===== src/rtl/median_seq_pkg.sv =====
// -----------------------------------------------------------------------------
// median_seq_pkg
// Shared types and constants for the median-filter frame sequencer.
//   seq_state_e  : frame-level FSM states
//   DEF_IMG_W/H  : default image geometry
//   DEF_CNT_W    : default width of the active-window count and threshold
//   ADDR_W       : image-memory row/column address width
//   FRAME_CNT_W  : width of the wrapping completed-frame counter
// -----------------------------------------------------------------------------
package median_seq_pkg;

  localparam int DEF_IMG_W   = 80;
  localparam int DEF_IMG_H   = 60;
  localparam int DEF_CNT_W   = 13;
  localparam int ADDR_W      = 8;
  localparam int FRAME_CNT_W = 16;

  typedef enum logic [2:0] {
    IDLE,
    LOAD,
    START,
    FILTER,
    EVAL
  } seq_state_e;

endpackage


===== src/rtl/raster_addr_counter.sv =====
// -----------------------------------------------------------------------------
// raster_addr_counter
// Column/row counter that walks an IMG_W x IMG_H image in raster order.
// Ports:
//   clk, reset : clock, synchronous active-high reset
//   clear_i    : force both counters to (0,0); wins over inc_i
//   inc_i      : advance one pixel; wraps to (0,0) after the last pixel
//   x_o, y_o   : current column / row
//   last_o     : current position is the final pixel (IMG_W-1, IMG_H-1)
// -----------------------------------------------------------------------------
module raster_addr_counter
  import median_seq_pkg::*;
#(
  parameter int IMG_W = DEF_IMG_W,
  parameter int IMG_H = DEF_IMG_H
) (
  input  logic              clk,
  input  logic              reset,
  input  logic              clear_i,
  input  logic              inc_i,
  output logic [ADDR_W-1:0] x_o,
  output logic [ADDR_W-1:0] y_o,
  output logic              last_o
);

  localparam logic [ADDR_W-1:0] X_LAST = ADDR_W'(IMG_W - 1);
  localparam logic [ADDR_W-1:0] Y_LAST = ADDR_W'(IMG_H - 1);

  logic [ADDR_W-1:0] x_q, x_d;
  logic [ADDR_W-1:0] y_q, y_d;

  always_comb begin
    // NOTE: next-state defaults to the held value so every path assigns and no latch is inferred.
    x_d = x_q;
    y_d = y_q;
    if (clear_i) begin
      x_d = '0;
      y_d = '0;
    end else if (inc_i) begin
      if (x_q == X_LAST) begin
        x_d = '0;
        // Wrapping y at the last row leaves the counter at (0,0) for the next frame.
        y_d = (y_q == Y_LAST) ? '0 : y_q + ADDR_W'(1);
      end else begin
        x_d = x_q + ADDR_W'(1);
      end
    end
  end

  always_ff @(posedge clk) begin
    // NOTE: state uses non-blocking assignments; reset is sampled on the clock edge only.
    if (reset) begin
      x_q <= '0;
      y_q <= '0;
    end else begin
      x_q <= x_d;
      y_q <= y_d;
    end
  end

  assign x_o    = x_q;
  assign y_o    = y_q;
  assign last_o = (x_q == X_LAST) && (y_q == Y_LAST);

endmodule


===== src/rtl/median_frame_sequencer.sv =====
// -----------------------------------------------------------------------------
// median_frame_sequencer
// Frame-level controller for the binary median-filter datapath. Loads one
// raster frame into image memory, pulses the median reader's start, waits for
// its completion and compares the active-window count with the threshold to
// drive the wake-up flag.
//
// Optional feature: define WAKE_STICKY_EN to make wakeUp sticky (set by a hit,
// cleared by wakeAck, set wins). Default build: wakeUp follows each frame's hit
// and wakeAck is ignored.
//
// Ports:
//   clk, reset          : clock, synchronous active-high reset
//   enable              : run frames back to back while high
//   pixValid/pixData    : incoming pixel stream; pixReady accepts in LOAD
//   memWrite/memXAddr/memYAddr/memData : image-memory write port
//   filterStart         : one-cycle start pulse to the median reader
//   filterDone          : reader full-image-done level
//   activeWindows       : reader result count
//   threshold           : wake threshold (strict greater-than)
//   wakeAck             : clears a sticky wake request
//   wakeUp              : wake request
//   busy                : sequencer not idle
//   frameCount          : completed frames, wrapping
// -----------------------------------------------------------------------------
module median_frame_sequencer
  import median_seq_pkg::*;
#(
  parameter int IMG_W = DEF_IMG_W,
  parameter int IMG_H = DEF_IMG_H,
  parameter int CNT_W = DEF_CNT_W
) (
  input  logic                   clk,
  input  logic                   reset,
  input  logic                   enable,
  input  logic                   pixValid,
  input  logic                   pixData,
  output logic                   pixReady,
  output logic                   memWrite,
  output logic [ADDR_W-1:0]      memXAddr,
  output logic [ADDR_W-1:0]      memYAddr,
  output logic                   memData,
  output logic                   filterStart,
  input  logic                   filterDone,
  input  logic [CNT_W-1:0]       activeWindows,
  input  logic [CNT_W-1:0]       threshold,
  input  logic                   wakeAck,
  output logic                   wakeUp,
  output logic                   busy,
  output logic [FRAME_CNT_W-1:0] frameCount
);

  seq_state_e              state_q;
  logic                    wake_q;
  logic [FRAME_CNT_W-1:0]  frame_cnt_q;

  logic [ADDR_W-1:0]       x_cnt;
  logic [ADDR_W-1:0]       y_cnt;
  logic                    last_pix;
  logic                    xfer;
  logic                    hit;

  // A transfer is the pixel handshake; it doubles as the zero-latency memory write.
  assign xfer = (state_q == LOAD) && pixValid;
  assign hit  = activeWindows > threshold;

  raster_addr_counter #(
    .IMG_W (IMG_W),
    .IMG_H (IMG_H)
  ) u_addr_cnt (
    .clk     (clk),
    .reset   (reset),
    .clear_i (state_q == IDLE),
    .inc_i   (xfer),
    .x_o     (x_cnt),
    .y_o     (y_cnt),
    .last_o  (last_pix)
  );

  always_ff @(posedge clk) begin
    if (reset) begin
      state_q     <= IDLE;
      wake_q      <= 1'b0;
      frame_cnt_q <= '0;
    end else begin
      case (state_q)
        IDLE:   if (enable) state_q <= LOAD;
        LOAD:   if (xfer && last_pix) state_q <= START;
        // filterDone is not looked at in START, so a level left over from the
        // previous frame cannot end FILTER before the reader restarts.
        START:  state_q <= FILTER;
        FILTER: if (filterDone) state_q <= EVAL;
        EVAL: begin
          frame_cnt_q <= frame_cnt_q + FRAME_CNT_W'(1);
          state_q     <= enable ? LOAD : IDLE;
        end
        default: state_q <= IDLE;
      endcase

`ifdef WAKE_STICKY_EN
      if ((state_q == EVAL) && hit) begin
        wake_q <= 1'b1;
      end else if (wakeAck) begin
        wake_q <= 1'b0;
      end
`else
      if (state_q == EVAL) begin
        wake_q <= hit;
      end
`endif
    end
  end

`ifndef WAKE_STICKY_EN
  logic wake_ack_unused;
  assign wake_ack_unused = wakeAck;
`endif

  assign pixReady    = (state_q == LOAD);
  assign memWrite    = xfer;
  assign memXAddr    = x_cnt;
  assign memYAddr    = y_cnt;
  assign memData     = pixData;
  assign filterStart = (state_q == START);
  assign busy        = (state_q != IDLE);
  assign wakeUp      = wake_q;
  assign frameCount  = frame_cnt_q;

endmodule


===== config.mk =====
export PLATFORM = sky130hd
export DESIGN_NAME = median_frame_sequencer
export DESIGN_NICKNAME = d
export VERILOG_FILES = /design/src/rtl/median_seq_pkg.sv /design/src/rtl/raster_addr_counter.sv /design/src/rtl/median_frame_sequencer.sv
export SDC_FILE = /design/constraint.sdc
export NUM_CORES = 1
export LEC_CHECK = 0
export CELL_PAD_IN_SITES_DETAIL_PLACEMENT = 1
export CELL_PAD_IN_SITES_GLOBAL_PLACEMENT = 1
export CORE_AREA = 3 3 80 82
export DETAILED_ROUTE_END_ITERATION = 10
export DIE_AREA = 0 0 83 85
export GPL_ROUTABILITY_DRIVEN = 0
export PLACE_DENSITY = 0.93
export REMOVE_ABC_BUFFERS = 1
export SLEW_MARGIN = 0
export SYNTH_ARGS = -nofsm -noshare
export SYNTH_HDL_FRONTEND = slang
export SYNTH_SLANG_ARGS = --single-unit

===== constraint.sdc =====
create_clock -name clk -period 4.1 [get_ports clk]
set_input_delay 0.82 -clock clk [delete_from_list [all_inputs] [get_ports clk]]
set_output_delay 0.82 -clock clk [all_outputs]
set_load 0.02 [all_outputs]

==> results of run 1 <==
-- metal layers --
layer / up-vias / GRT usage
li1: 980 / -
met1: 940 / 0.169
met2: 64 / 0.296
met3: 9 / 0.0612
met4: 0 / 0.0446
met5: - / 0
-- logic make-up (layout without fill, tap and decap cells) --
logic type | after synthesis | count (layout) | synth area share
AO/OA/AOI/OAI | 37 | 37 | 0.110
XOR/XNOR | 19 | 19 | 0.0839
adder cells (fa/ha/maj) | 16 | 16 | 0.101
buffers and inverters | 26 | 95 | 0.0561
flip-flops | 36 | 36 | 0.363
multiplexers | 3 | 3 | 0.0151
AND/OR/NAND/NOR | 102 | 102 | 0.270
-- worst min-delay path, cell delays in order (launching register included) --
cell and delay (ns):
dfxtp_1 0.32, o31ai_1 0.06, a21oi_1 0.05
-- placed cells by master, fill, tap and decap left out, types with 2 or more instances in the layout --
cell type	synthesis	final
inv_1	19	19
clkbuf_8	0	5
nand2b_1	4	4
o31ai_1	5	5
nand4_1	8	8
nand2_1	18	18
or3_1	5	5
nand3_1	10	10
dfxtp_1	36	36
nor3_1	3	3
a21oi_1	16	16
nor4_1	5	5
ha_1	16	16
and3_1	4	4
xor2_1	11	11
buf_4	1	2
clkdlybuf4s50_1	0	67
or4_1	6	6
nor2_1	31	31
o21ai_0	8	8
mux2i_1	3	3
xnor2_1	8	8
-- synthesized netlist by cell type, drive strengths merged, types with 3 or more instances --
cell type	number	area, um2
nand3	10	50.1
inv	19	71.3
nor3	3	15.0
nor2	31	116
o31ai	5	37.5
nor4	5	31.3
mux2i	3	30.0
xnor2	8	70.1
or3	5	31.3
or4	6	45.0
nand2b	4	25.0
and3	4	25.0
nand2	18	67.6
a21oi	16	80.1
buf	4	27.5
xor2	11	96.3
ha	16	200
o21ai	8	40.0
nand4	8	50.1
dfxtp	36	721
clkbuf	3	12.5
-- final cells by class --
cell class / instances / area, um2 / area share
multi-input cells: 177 / 1150 / 0.411
flip-flops and latches: 36 / 721 / 0.257
repair buffers: 69 / 686 / 0.245
well taps: 75 / 93.8 / 0.0335
clock buffers: 6 / 72.6 / 0.0259
inverters: 19 / 71.3 / 0.0255
clock inverters: 1 / 5.00 / 0.00179
-- power breakdown --
| part | internal, W | leakage (nW) | switching (W) |
|---|---|---|---|
| Sequential | 0.000350 | 0.290 | 0.00000220 |
| Combinational | 0.0000462 | 0.688 | 0.0000361 |
| Clock | 0.000116 | 0.0410 | 0.000124 |
-- sequential cells by signal (all words and copies together), names as in the netlist --
name,count
frameCount,16
u_addr_cnt.y_o,8
wakeUp,1
state_q,3
u_addr_cnt.x_o,8
-- how the worst max path moves through the flow --
stage | start | end | slack, ns | depth (start not counted)
2_1_floorplan | pixValid | u_addr_cnt.y_o[7]$_SDFFE_PP0P_ | 1.79 | 4
3_3_place_gp | pixValid | memWrite | 0.95 | 5
3_5_place_dp | pixValid | memWrite | 0.93 | 5
4_1_cts | pixValid | memWrite | 0.93 | 5
5_1_grt | pixValid | memWrite | 0.86 | 5
6_report | pixValid | memWrite | 0.95 | 5
-- through the flow --
step | hold WS, ns | cells | utilization
finish | 0.484 | 383 | 0.482
global route | 0.537 | 383 | 0.482
CTS | 0.493 | 383 | 0.482
detailed placement | 0.482 | 376 | 0.468
global placement | 0.465 | 376 | 0.468
floorplan | 0.494 | 232 | -
==> results by group, run 1 <==
Run status
  • Status: finished, final reports clean

Timing
  • Fin crit period: between 3 and 4 ns
  • Worst-Margin Slew: 0.705 ns
  • Setup_tns: 0 ns
  • Slew headroom: 0.525
  • Slew Limit Fails: 0
  • Final setup vio count: 0
  • Fin crit share: 0.769
  • Setup WS post-layout: between 0.9 and 1 ns
  • RSZ-0062 raised after global routing: false
  • Clock skew: roughly 0.012 ns
  • Hold Vio Cnt, Final: 0
  • Top achievable clock speed: 317 MHz

Finish
  • Design Area, Final: approximately 0.0028 mm2
  • Fill cell count: about 700
  • Final nets: 357
  • Synthesis-to-layout area growth: 41.2%
  • Ant. Diodes: 0
  • Share of cells above drive strength 1: 0.0390

Worst hold path
  • Hold WC Path Type: reg2reg
  • Hold depth: 2
  • Worst hold endpoint: frameCount[15]$_SDFFE_PP0N_
  • Worst hold start: frameCount[15]$_SDFFE_PP0N_

GRT
  • Total congestion overflow: 0
  • Vias in the first global route: 2,067
  • Pin count of the biggest net entering global routing: 21
  • Total track usage: 0.160
  • Antenna violations before repair: 0
  • Global-route wire length before repair: around 9400 um

Yosys
  • Ys Warns: 0
  • Ys async rst share: 0
  • Syn_area_per_cell: 8.30 um2
  • Synth Flop Type: dfxtp_1
  • Post-synth EDFFs: 0
  • Yosys reg bits: 36
  • Synthesized instance count: around 240
  • Synth Cell Area: 0.00198 mm2
  • Distinct cells, synth: 41
  • Register area share after synthesis: 0.363

Clocking
  • PostCTS Resize Cnt: 0
  • Clk_lat worst skew: ~0.29 ns
  • CTS max path bufs: 2
  • Clock sinks: 36
  • H-Tree Depth: 2
  • Reg clk slew, reported paths: approximately 0.070 ns
  • Hold buffers post-CTS: 0
  • CTS buffer count: 5
  • CTS root buf: clkbuf_8
  • Setup repair bufs after CTS: 0
  • CTS tree: yes

Setup path
  • Reg2reg setup slack: about 1.8 ns
  • Reg2Reg Depth: 4
  • Top delay family on crit path: buffers and inverters
  • Crit path buffers/inverters: 4
  • RR Endpoint: u_addr_cnt.y_o[0]$_SDFFE_PP0P_
  • Critical-path top delay cell: clkdlybuf4s50_1
  • Crit. End Element: output pin
  • CP Cell Sequence: clkdlybuf4s50_1, nand4bb_1, buf_4, inv_1, clkdlybuf4s50_1
  • Crit path top cell by count: clkdlybuf4s50_1
  • CP Class: in2out
  • Required time of the critical path: ~3.3 ns
  • CP startpoint kind: input port
  • Largest stage delay, worst path: around 0.63 ns
  • Max FO, Critical Path: 9
  • Reg2reg start: u_addr_cnt.x_o[4]$_SDFFE_PP0P_
  • CP Data Arrival Time: roughly 2.3 ns

Power and ir drop
  • PwrDens: ~240 mW/mm2
  • Leakage: just over 1 nW
  • Pwr Total: slightly below 0.0007 W
  • Maximum VDD drop: 0.162 mV

Floorplanning
  • Rows: 28
  • Die ar.: ~0.007 mm2
  • Chip Width: just over 80 um
  • Die Y: about 85 um
  • # IOs: between 70 and 80
  • Core area: 0.00582 mm2
  • Initial Util: 0.341

Detailed routing
  • Total wire length: 5590 um
  • Met3 wire len: between 400 and 500 um
  • DR iter-0 viols: 94
  • Pre-Repair DR Iteration Count: 4
  • Drt via density: between 5 and 6
  • Routed via count: between 1,500 and 2,000
  • Max layer used: met4
  • Routed wl met2: between 2000 and 3000 um
  • WL/cell: roughly 15 um
  • Final ANT Viol Nets: 0
  • Wl on met1: around 2300 um
  • DRC Markers: 0

Placement
  • Port Buffer Count: 67
  • Setup WS pre-CTS: approximately 0.93 ns
  • HPWL after DPL: ~4500 um
  • DP Area: roughly 0.0027 mm2

Run
  • Max-cap violations: 0
Power figures use the tool's default switching activity.
==> run 2, diff against run 1 <==
--- a/config.mk
+++ b/config.mk
@@ -7,11 +7,11 @@
 export LEC_CHECK = 0
 export CELL_PAD_IN_SITES_DETAIL_PLACEMENT = 1
 export CELL_PAD_IN_SITES_GLOBAL_PLACEMENT = 1
-export CORE_AREA = 3 3 80 82
+export CORE_AREA = 3 3 87 89
 export DETAILED_ROUTE_END_ITERATION = 10
-export DIE_AREA = 0 0 83 85
+export DIE_AREA = 0 0 90 92
 export GPL_ROUTABILITY_DRIVEN = 0
-export PLACE_DENSITY = 0.93
+export PLACE_DENSITY = 0.84
 export REMOVE_ABC_BUFFERS = 1
 export SLEW_MARGIN = 0
 export SYNTH_ARGS = -nofsm -noshare
==> constraint.sdc (replaced) <==
create_clock -name clk -period 2.6 [get_ports clk]
set_input_delay 0.52 -clock clk [delete_from_list [all_inputs] [get_ports clk]]
set_output_delay 0.52 -clock clk [all_outputs]
set_load 0.02 [all_outputs]
==> run 2 against run 1 <==
Routed wire length fell by 0.25%. Largest power group unchanged. Cell area is 3.4% higher. Core utilization is 5.8 points lower. Highest routed layer unchanged. Register-to-register slack got worse by 1.2 ns. Global-route usage down 2.2 points. Critical endpoint unchanged.
==> results by group, run 2 (synthesized netlist as in run 1, its figures left out) <==
Setup path
  • Reg2Reg Depth: 4
  • Crit. End Element: output pin
  • Critical path origin: pixValid
  • Reg2reg start: u_addr_cnt.x_o[4]$_SDFFE_PP0P_
  • Worst setup path endpoint: memWrite
  • Max FO, Critical Path: 6
  • CP Class: in2out
  • Largest stage delay, worst path: between 0.6 and 0.7 ns
  • Critical-path top delay cell: clkdlybuf4s50_1
  • CP startpoint kind: input port
  • Required time of the critical path: between 2 and 2.5 ns
  • Reg2reg setup slack: 0.56 ns
  • RR Endpoint: u_addr_cnt.y_o[6]$_SDFFE_PP0P_
  • CP Cell Sequence: clkdlybuf4s50_1, nand4bb_2, inv_1, clkdlybuf4s50_1
  • Crit path top cell by count: clkdlybuf4s50_1
  • CP Data Arrival Time: 1.95 ns

Placement
  • HPWL after DPL: 4440 um
  • Port Buffer Count: 67
  • Cells after DPL: 401

Timing
  • Fin crit share: 0.951
  • Clock skew: roughly 0.010 ns
  • Top achievable clock speed: approximately 400 MHz
  • Slew headroom: 0.670
  • Setup_tns: 0 ns
  • Final setup vio count: 0
  • Fin crit period: between 2 and 2.5 ns
  • Slew Limit Fails: 0
  • Worst-Margin Slew: 0.490 ns
  • Hold Vio Cnt, Final: 0
  • RSZ-0062 raised after global routing: false

Floorplanning
  • Die Y: ~92 um
  • Initial Util: 0.290
  • Die ar.: around 0.0083 mm2
  • Rows: 30
  • Core area: 0.00683 mm2
  • Chip Width: ~90 um
  • # IOs: ~70

Power and ir drop
  • Leakage: between 1 and 1.5 nW
  • PwrDens: between 400 and 500 mW/mm2
  • Pwr Total: roughly 0.0012 W
  • Maximum VDD drop: between 0.15 and 0.2 mV

GRT
  • Vias in the first global route: between 2,000 and 2,500
  • Pin count of the biggest net entering global routing: 21
  • Total track usage: 0.138
  • Global-route wire length before repair: 9410 um
  • Antenna violations before repair: 0
  • Total congestion overflow: 0

Detailed routing
  • DR iter-0 viols: 58
  • Final ANT Viol Nets: 0
  • Pre-Repair DR Iteration Count: 3
  • Routed via count: approximately 2,000
  • Total wire length: roughly 5600 um
  • Drt via density: between 4 and 5
  • WL/cell: about 14 um
  • DRC Markers: 0

Finish
  • Synthesis-to-layout area growth: 46.0%
  • Largest register FFs: 16
  • Final nets: approximately 360
  • Share of cells above drive strength 1: 0.0607
  • Most frequent cells in the layout: 67 x clkdlybuf4s50_1, 36 x dfxtp_1, 31 x nor2_1
  • Fill cell count: just over 800
  • Ant. Diodes: 0
  • Most common cell after layout, fill and taps aside: clkdlybuf4s50_1
  • Final cell count without fillers: between 400 and 500

Worst hold path
  • Hold WC Path Type: reg2reg
  • Worst hold start: frameCount[15]$_SDFFE_PP0N_

Clocking
  • CTS max path bufs: 2
  • Clock sinks: 36
  • Clk_lat worst skew: approximately 0.29 ns
  • H-Tree Depth: 2
  • CTS root buf: clkbuf_8
  • CTS buffer count: 5
  • Setup repair bufs after CTS: 0
  • Reg clk slew, reported paths: around 0.070 ns
  • CTS tree: yes

Run status
  • Status: finished, final reports clean

Run
  • Max-cap violations: 0
[run 2: changes by cell type in the layout (fill, tap and decap cells not counted)]
cell        previous run  this run
buf_4                  2         6
nand4bb_2              0         1
bufinv_16              0         1
nand4bb_1              1         0
clkbuf_1               1         0
clkinvlp_4             0         1
[run 2: timing repair]
action	in CTS	in global routing
hold endpoints to repair	0	0
gates resized for setup	0	1
hold buffers	0	0
endpoints found under the setup margin	0	1
[run 2: cell type report]
class / count / area (um2) / area share
Inverter: 19 / 71.3 / 0.0246
Timing Repair Buffer: 73 / 716 / 0.247
Tap cell: 96 / 120 / 0.0415
Sequential cell: 36 / 721 / 0.249
Multi-Input combinational cell: 177 / 1160 / 0.400
Clock buffer: 5 / 68.8 / 0.0238
Clock inverter: 3 / 42.5 / 0.0147
[run 2: routing by layer]
| layer | up-vias | wire (um) | GRT usage |
|---|---|---|---|
| met4 | 0 | 58 | 0.0497 |
| li1 | 982 | - | - |
| met3 | 4 | 395 | 0.0468 |
| met2 | 53 | 2810 | 0.255 |
| met1 | 945 | 2310 | 0.144 |
| met5 | - | 0 | 0 |
[run 2: worst min path at each step]
stage | end | slack (ns) | depth (start not counted)
after floorplan | state_q[2]$_SDFFE_PP0P_ | 0.49 | 2
after global placement | frameCount[15]$_SDFFE_PP0N_ | 0.46 | 2
after detailed placement | frameCount[15]$_SDFFE_PP0N_ | 0.48 | 2
after CTS | frameCount[15]$_SDFFE_PP0N_ | 0.49 | 2
after global routing | frameCount[15]$_SDFFE_PP0N_ | 0.52 | 2
final | frameCount[15]$_SDFFE_PP0N_ | 0.49 | 2
[run 2: metrics by stage]
| stage | setup slack (ns) | utilization | area [um2] | hold WS (ns) |
|---|---|---|---|---|
| after global placement | 0.0445 | 0.407 | 2780 | 0.462 |
| after detailed placement | 0.0511 | 0.407 | 2780 | 0.484 |
| after floorplan | 0.499 | - | 1940 | 0.494 |
| after CTS | 0.0453 | 0.423 | 2890 | 0.495 |
| after global routing | 0.0664 | 0.424 | 2900 | 0.518 |
| final | 0.127 | 0.424 | 2900 | 0.490 |
[run 2: worst max-delay path: cells and delay by family]
family / cells / cell delay, ns
buf+inv: 3 / 1.23
simple gates: 1 / 0.20
[run 2: power breakdown]
part | leakage, nW | switching [W] | total, W | internal [W]
Combinational | 0.708 | 0.0000571 | 0.000132 | 0.0000748
Sequential | 0.290 | 0.00000352 | 0.000556 | 0.000552
Clock | 0.0541 | 0.000219 | 0.000503 | 0.000284
Total | 1.05 | 0.000279 | 0.00119 | 0.000911
==> run 3, diff against run 2 <==
--- a/config.mk
+++ b/config.mk
@@ -7,11 +7,13 @@
 export LEC_CHECK = 0
 export CELL_PAD_IN_SITES_DETAIL_PLACEMENT = 1
 export CELL_PAD_IN_SITES_GLOBAL_PLACEMENT = 1
-export CORE_AREA = 3 3 87 89
+export CORE_AREA = 3 3 86 88
+export CTS_BUF_LIST = sky130_fd_sc_hd__clkbuf_8
 export DETAILED_ROUTE_END_ITERATION = 10
-export DIE_AREA = 0 0 90 92
+export DIE_AREA = 0 0 89 91
 export GPL_ROUTABILITY_DRIVEN = 0
-export PLACE_DENSITY = 0.84
+export MAX_ROUTING_LAYER = met4
+export PLACE_DENSITY = 0.85
 export REMOVE_ABC_BUFFERS = 1
 export SLEW_MARGIN = 0
 export SYNTH_ARGS = -nofsm -noshare
==> constraint.sdc (replaced) <==
create_clock -name clk -period 2.6 [get_ports clk]
set_input_delay 0.65 -clock clk [delete_from_list [all_inputs] [get_ports clk]]
set_output_delay 0.65 -clock clk [all_outputs]
set_load 0.02 [all_outputs]
==> run 3 against run 2 <==
Clock skew shrank 0.00073 ns. Highest routed layer unchanged. Core utilization grew 0.13 points. Largest power group unchanged. Die area shrank 2.2%.
==> results by group, run 3 (synthesized netlist as in run 1, its figures left out) <==
Run status
  • Status: finished, final reports clean

Finish
  • Most frequent cells in the layout: 66 x clkdlybuf4s50_1, 36 x dfxtp_1, 31 x nor2_1
  • Core Util, Final: 0.425
  • Register area: 721 um2
  • Largest register FFs: 16
  • Share of cells above drive strength 1: 0.0605
  • Multi-input combinational cell area: between 0.001 and 0.0015 mm2
  • Fill cell count: around 800
  • Final nets: roughly 360
  • Synthesis-to-layout area growth: 44.0%
  • Ant. Diodes: 0
  • Final cell count without fillers: roughly 390
  • Most common cell after layout, fill and taps aside: clkdlybuf4s50_1

Clocking
  • CTS buffer count: 5
  • H-Tree Depth: 2
  • Setup repair bufs after CTS: 0
  • CTS max path bufs: 2
  • CTS tree: yes
  • Clk_lat worst skew: 0.29 ns
  • PostCTS Resize Cnt: 0
  • Hold buffers post-CTS: 0
  • Clock sinks: 36
  • Reg clk slew, reported paths: approximately 0.07 ns
  • CTS root buf: clkbuf_8

Detailed routing
  • Pre-Repair DR Iteration Count: 4
  • DRC Markers: 0
  • Routed via count: 1,985
  • Drt via density: 5.04
  • DR iter-0 viols: 27
  • WL/cell: 13.5 um
  • Final ANT Viol Nets: 0
  • Total wire length: 5300 um

Timing
  • Slew Limit Fails: 0
  • Worst-Margin Slew: ~0.54 ns
  • Fin crit period: about 2.3 ns
  • Setup_tns: 0 ns
  • Hold Vio Cnt, Final: 0
  • Final setup vio count: 0
  • Top achievable clock speed: 429 MHz
  • Slew headroom: 0.638
  • Fin crit share: 0.897
  • Clock skew: ~0.0096 ns
  • RSZ-0062 raised after global routing: false

Floorplanning
  • Initial Util: 0.295
  • Die Y: around 90 um
  • Core area: 0.00672 mm2
  • Chip Width: between 80 and 90 um
  • # IOs: a little over 70
  • Die ar.: 0.00810 mm2
  • Rows: 30

Setup path
  • Crit. End Element: output pin
  • CP startpoint kind: register
  • CP Class: reg2out
  • Critical-path top delay cell: clkdlybuf4s50_1
  • Required time of the critical path: around 2.0 ns
  • Largest stage delay, worst path: ~0.54 ns
  • Max FO, Critical Path: 8
  • CP Cell Sequence: nor3_1, inv_1, clkdlybuf4s50_1
  • CP Data Arrival Time: roughly 1.7 ns

GRT
  • Antenna violations before repair: 0
  • Total track usage: 0.140
  • Vias in the first global route: approximately 2,000
  • Pin count of the biggest net entering global routing: 21
  • Total congestion overflow: 0
  • Global-route wire length before repair: 8920 um

Power and ir drop
  • P_sw: about 0.00027 W
  • Register share of total power: 0.513
  • Maximum VDD drop: 0.162 mV
  • PwrDens: between 300 and 400 mW/mm2
  • Clock power frac: 0.367
  • Net switching fraction of the power: 0.249
  • P_int: around 0.0008 W
  • Comb power frac: 0.120
  • Leakage: approximately 1.1 nW

Placement
  • Cells after DPL: slightly below 400
  • HPWL after DPL: between 4000 and 5000 um
  • Port Buffer Count: 67

Run
  • Max-cap violations: 0

Worst hold path
  • Hold WC Path Type: reg2reg
run 3: changes by cell type in the layout (fill, tap and decap cells not counted), sizes merged:
cell           before  now
dlymetal6s2s        0    1
bufinv              1    0
clkdlybuf4s50      67   66
buf                 6    7
clkinvlp            1    0
clkinv              1    3
run 3: worst paths after layout:
path,start,endpoint,slack (ns),cells past startpoint
worst max-delay path,state_q[0]$_SDFFE_PP0P_,busy,0.27,3
worst min-delay path,frameCount[15]$_SDFFE_PP0N_,frameCount[15]$_SDFFE_PP0N_,0.49,2
worst max register to register,u_addr_cnt.x_o[4]$_SDFFE_PP0P_,u_addr_cnt.y_o[7]$_SDFFE_PP0P_,0.58,4
worst min register to register,frameCount[15]$_SDFFE_PP0N_,frameCount[15]$_SDFFE_PP0N_,0.49,2
run 3: power by group through the flow:
stage	clock network [W]	logic, W	registers [W]
floorplan	0	0.0000521	0.000568
global placement	0	0.000127	0.000569
detailed placement	0	0.000131	0.000569
CTS	0.000420	0.000132	0.000556
global route	0.000443	0.000147	0.000556
finish	0.000398	0.000130	0.000556
run 3: per-layer routing:
metal	wire length, um	global-route usage	vias up
li1	-	-	989
met5	0	-	-
met2	2620	0.235	56
met4	8	0.0261	0
met1	2230	0.157	938
met3	441	0.0590	2
run 3: critical path, delay by kind of cell (launching register included):
kind | cells | cell delay (ns)
buf+inv | 2 | 0.62
flops | 1 | 0.39
simple gates | 1 | 0.39
run 3: cell type report:
| cell class | instances | area share |
|---|---|---|
| Tap cell | 80 | 0.0350 |
| Inverter | 19 | 0.0250 |
| Sequential cell | 36 | 0.252 |
| Multi-Input combinational cell | 177 | 0.403 |
| Timing Repair Buffer | 74 | 0.254 |
| Clock buffer | 5 | 0.0241 |
| Clock inverter | 3 | 0.00657 |
run 3: metrics by stage:
step                      hold slack, ns  area [um2]  total power (W)  worst slack, ns
final                              0.490        2860          0.00108            0.269
after global routing               0.523        2860          0.00115            0.157
after global placement             0.464        2770         0.000695           0.0109
after CTS                          0.490        2860          0.00111           0.0135
after floorplan                    0.494        1940         0.000620            0.465
after detailed placement           0.477        2770         0.000700           0.0142
